--- src/rtl/per_bus_master.sv ---
// Single-outstanding command master for a simple strobe-based peripheral bus.
// Commands are size/alignment checked, issued as one-cycle strobes, and answered once.
module per_bus_master (
  input  logic        clk_i,
  input  logic        reset_i,
  input  logic        cmd_valid_i,
  output logic        cmd_ready_o,
  input  logic        cmd_write_i,
  input  logic [15:0] cmd_addr_i,
  input  logic [31:0] cmd_wdata_i,
  input  logic [1:0]  cmd_size_i,
  output logic        rsp_valid_o,
  input  logic        rsp_ready_i,
  output logic [31:0] rsp_rdata_o,
  output logic        rsp_err_o,
  output logic        rsp_write_o,
  output logic [15:0] per_addr_o,
  output logic [31:0] per_wdata_o,
  output logic [1:0]  per_size_o,
  output logic        per_rd_o,
  output logic        per_wr_o,
  input  logic [31:0] per_rdata_i
);

  typedef enum logic [1:0] {IDLE, ISSUE, WAIT, RESP} state_t;

  state_t      state_reg, state_next;
  logic        accept;
  logic        cmd_err;
  logic [15:0] per_addr_reg;
  logic [31:0] per_wdata_reg;
  logic [1:0]  per_size_reg;
  logic [31:0] rsp_rdata_reg;
  logic        rsp_err_reg;
  logic        rsp_write_reg;

  // Ready is held low while reset is asserted, even though the state is already IDLE.
  assign cmd_ready_o = (state_reg == IDLE) && !reset_i;
  assign accept      = cmd_valid_i && cmd_ready_o;

  always_comb begin
    cmd_err = 1'b0;
    case (cmd_size_i)
      2'd1:    cmd_err = cmd_addr_i[0];
      2'd2:    cmd_err = (cmd_addr_i[1:0] != 2'b00);
      2'd3:    cmd_err = 1'b1;
      default: cmd_err = 1'b0;
    endcase
  end

  always_ff @(posedge clk_i or posedge reset_i) begin
    if (reset_i) state_reg <= IDLE;
    else         state_reg <= state_next;
  end

  always_comb begin
    state_next = state_reg;
    case (state_reg)
      IDLE:    if (accept) state_next = cmd_err ? RESP : ISSUE;
      ISSUE:   state_next = rsp_write_reg ? RESP : WAIT;
      WAIT:    state_next = RESP;
      RESP:    if (rsp_ready_i) state_next = IDLE;
      default: state_next = IDLE;
    endcase
  end

  // Rejected commands leave the peripheral-side registers untouched.
  always_ff @(posedge clk_i or posedge reset_i) begin
    if (reset_i) begin
      per_addr_reg  <= 16'h0000;
      per_wdata_reg <= 32'h0000_0000;
      per_size_reg  <= 2'd0;
      rsp_rdata_reg <= 32'h0000_0000;
      rsp_err_reg   <= 1'b0;
      rsp_write_reg <= 1'b0;
    end else begin
      if (accept) begin
        rsp_write_reg <= cmd_write_i;
        rsp_err_reg   <= cmd_err;
        rsp_rdata_reg <= 32'h0000_0000;
        if (!cmd_err) begin
          per_addr_reg  <= cmd_addr_i;
          per_wdata_reg <= cmd_wdata_i;
          per_size_reg  <= cmd_size_i;
        end
      end
      if (state_reg == WAIT) rsp_rdata_reg <= per_rdata_i;
    end
  end

  assign per_rd_o    = (state_reg == ISSUE) && !rsp_write_reg;
  assign per_wr_o    = (state_reg == ISSUE) &&  rsp_write_reg;
  assign rsp_valid_o = (state_reg == RESP);
  assign rsp_rdata_o = rsp_rdata_reg;
  assign rsp_err_o   = rsp_err_reg;
  assign rsp_write_o = rsp_write_reg;
  assign per_addr_o  = per_addr_reg;
  assign per_wdata_o = per_wdata_reg;
  assign per_size_o  = per_size_reg;

endmodule

--- config.mk ---
export PLATFORM = sky130hd
export DESIGN_NAME = per_bus_master
export DESIGN_NICKNAME = d
export VERILOG_FILES = /design/src/rtl/per_bus_master.sv
export SDC_FILE = /design/constraint.sdc
export NUM_CORES = 1
export LEC_CHECK = 0
export BUFFER_PORTS_ARGS = -buffer_cell sky130_fd_sc_hd__buf_2
export CAP_MARGIN = 20
export CORE_MARGIN = 2
export CORE_UTILIZATION = 40
export CTS_BUF_LIST = sky130_fd_sc_hd__clkbuf_8 sky130_fd_sc_hd__clkbuf_16
export DETAILED_ROUTE_END_ITERATION = 6
export PLACE_DENSITY = 0.85
export SLEW_MARGIN = 40
export SYNTH_ARGS = -nofsm -noshare
export SYNTH_HDL_FRONTEND = slang
export SYNTH_SLANG_ARGS = --single-unit
--- constraint.sdc ---
create_clock -name clk_i -period 2.45 [get_ports clk_i]
set_clock_uncertainty 0.05 [all_clocks]
set_input_delay 0.245 -clock clk_i [delete_from_list [all_inputs] [get_ports clk_i]]
set_output_delay 0.245 -clock clk_i [all_outputs]
set_load 0.05 [all_outputs]
==> results_dict.tcl <==
set metrics [dict create \
    worst_ep_required_time_ns 2.63 \
    core_um2 8760 \
    portBuffers 174 \
    drive_gt1_frac 0.554 \
    critPathLaunchType "register" \
    slew_headroom 0.590 \
    avgSynthCellArea_um2 13.2 \
    hpwlAfterDp_um 6140 \
    final_common_cell "buf_2" \
    final_cell_mix "buf_2 (174), dfrtp_1 (86), nand2_1 (65), mux2_4 (50), o21ai_0 (32)" \
    yosys_warnings 0 \
    syn_area_um2 3630 \
    seq_area_um2 2150 \
    nFillCells 750 \
    grt_pass1_wl_um 13300 \
    worstSetupEndpointType "register" \
    synth_cells 275 \
    syn2layout_area_growth_pct 33.8 \
    numClockSinks 86 \
    drtIter0Drc 59 \
    max_freq_mhz 496 \
    cts_root_buffer "clkbuf_8" \
    vias 2677 \
    io_pins 175 \
    fp.dieW_um 99.3 \
    final.setup.tns_ns 0 \
    die_y_um 99.3 \
    crit_fanout 30 \
    fin_crit_sh 0.824 \
    wl_per_cell_um 14.3 \
    status "complete, no violations" \
    max_slew.worst_pin.slew_ns 0.614 \
    via_per_inst 4.74 \
    start_util 0.415 \
    synth_top_cell_by_area "dfrtp_1" \
    cts_buffers 9 \
    diodes 0 \
    yosys.area.top_type_share 0.592 \
    place.gp.congestion 0.808 \
    cp.arrival_ns 2.19 \
    grt_usage 0.168 \
    synth.distinct_cells 20 \
    cts_buffer_depth 2 \
    detail-route-antenna-nets 0 \
    die_area_um2 9870 \
    wl_um 8100 \
    syn_nets 367 \
    ys_seq_area_frac 0.592 \
    drc 0 \
    multiInputGateArea_um2 1380 \
    fin_crit_ns 2.02 \
    critPathKind "reg -> reg" \
    rsz0062_at_grt "no" \
    htree_num_levels 3 \
    cts_resized 0 \
    cts_tree "built" \
    cts.clk_slew.worst_paths_ns 0.08 \
    grt_max_degree 57 \
    drt_first_pass_iters 4 \
    worstSkewPairLatency_ns 0.34 \
    grt_antenna_before_repair 0 \
    hold_viol_final 0 \
    final_nets 544 \
    min_path_type "in -> reg" \
    grt_pass1_vias 2833 \
    finalSetupViolations 0 \
    synth_area_leaders "dfrtp_1 (59%), mux2_4 (21%), nand2_1 (6.7%)" \
    rows 34 \
    final-max-slew-violation-count 0 \
    ys_ff_latch 86 \
    gr-total-overflow 0 \
    drv_cap 0 \
]
## final cells by class
class | count | share of cell area
flip-flops and latches | 86 | 0.442
clock inverters | 6 | 0.0193
repair buffers | 181 | 0.195
inverters | 4 | 0.00386
well taps | 108 | 0.0278
clock buffers | 10 | 0.0283
multi-input cells | 170 | 0.283
## synth_stat cells
| master | n |
|---|---|
| ha_1 | 5 |
| o21bai_4 | 1 |
| inv_1 | 4 |
| mux2_2 | 2 |
| nor3_2 | 1 |
| dfrtp_1 | 86 |
| nand2_1 | 65 |
| a21oi_1 | 2 |
| a221oi_1 | 1 |
| o21ai_0 | 32 |
| o31ai_1 | 2 |
| mux2_4 | 50 |
| nand2b_1 | 2 |
| nor2b_1 | 3 |
| nand3b_4 | 1 |
| clkbuf_1 | 10 |
| a2bb2oi_1 | 1 |
| and2_1 | 1 |
| nor3_1 | 1 |
| buf_6 | 5 |
## worst max-delay path, stage by stage (launching register included)
cell and delay [ns]:
dfrtp_1 0.43, inv_1 0.14, ha_1 0.27, nand3b_4 0.09, o21bai_4 0.31, buf_12 0.26
mux2_4 0.32
## kinds of logic (layout without fill, tap and decap cells)
family,after synthesis,after routing,synth area share
buffers and inverters,19,201,0.0299
flip-flops,86,86,0.592
multiplexers,52,52,0.213
AO/OA/AOI/OAI,39,39,0.0609
adder cells (fa/ha/maj),5,5,0.0172
AND/OR/NAND/NOR,74,74,0.0871
## layer usage
layer / GRT usage / vias up / wire length (um)
met4: 0.0601 / 0 / 155
met1: 0.210 / 1272 / 3460
met2: 0.281 / 120 / 3830
met5: 0 / - / 0
met3: 0.0464 / 14 / 658
li1: - / 1271 / -
## path summary, 6_finish.rpt
check                          startpoint               to  slack [ns]  cells after the start
max reg2reg                  state_reg[1]  per_wdata_o[19]        0.43                      6
min in group asynchronous         reset_i   rsp_rdata_o[1]        0.50                      3
max                          state_reg[1]  per_wdata_o[19]        0.43                      6
min                        per_rdata_i[4]   rsp_rdata_o[4]        0.06                      3
max in group asynchronous         reset_i     state_reg[0]        1.12                      4
min reg2reg                per_wdata_o[5]   per_wdata_o[5]        0.46                      1
## through the flow
step / std cells / hold slack, ns / instance area, um2 / setup WS [ns] / util
2_1_floorplan: 275 / 0.316 / 3640 / 0.666 / -
3_3_place_gp: 548 / 0.328 / 4620 / 0.527 / 0.528
3_5_place_dp: 548 / 0.336 / 4620 / 0.433 / 0.528
4_1_cts: 565 / 0.0355 / 4860 / 0.422 / 0.555
5_1_grt: 565 / 0.0538 / 4860 / 0.330 / 0.555
6_report: 565 / 0.0573 / 4860 / 0.432 / 0.555
## what timing repair did
action,CTS,global route
setup buffers,0,0
hold buffers,1,0
endpoints found under the hold margin,26,0
Power is left out: the tool's default activity adds up to more than one toggle a clock period on the data nets, which glitch-free logic cannot reach.
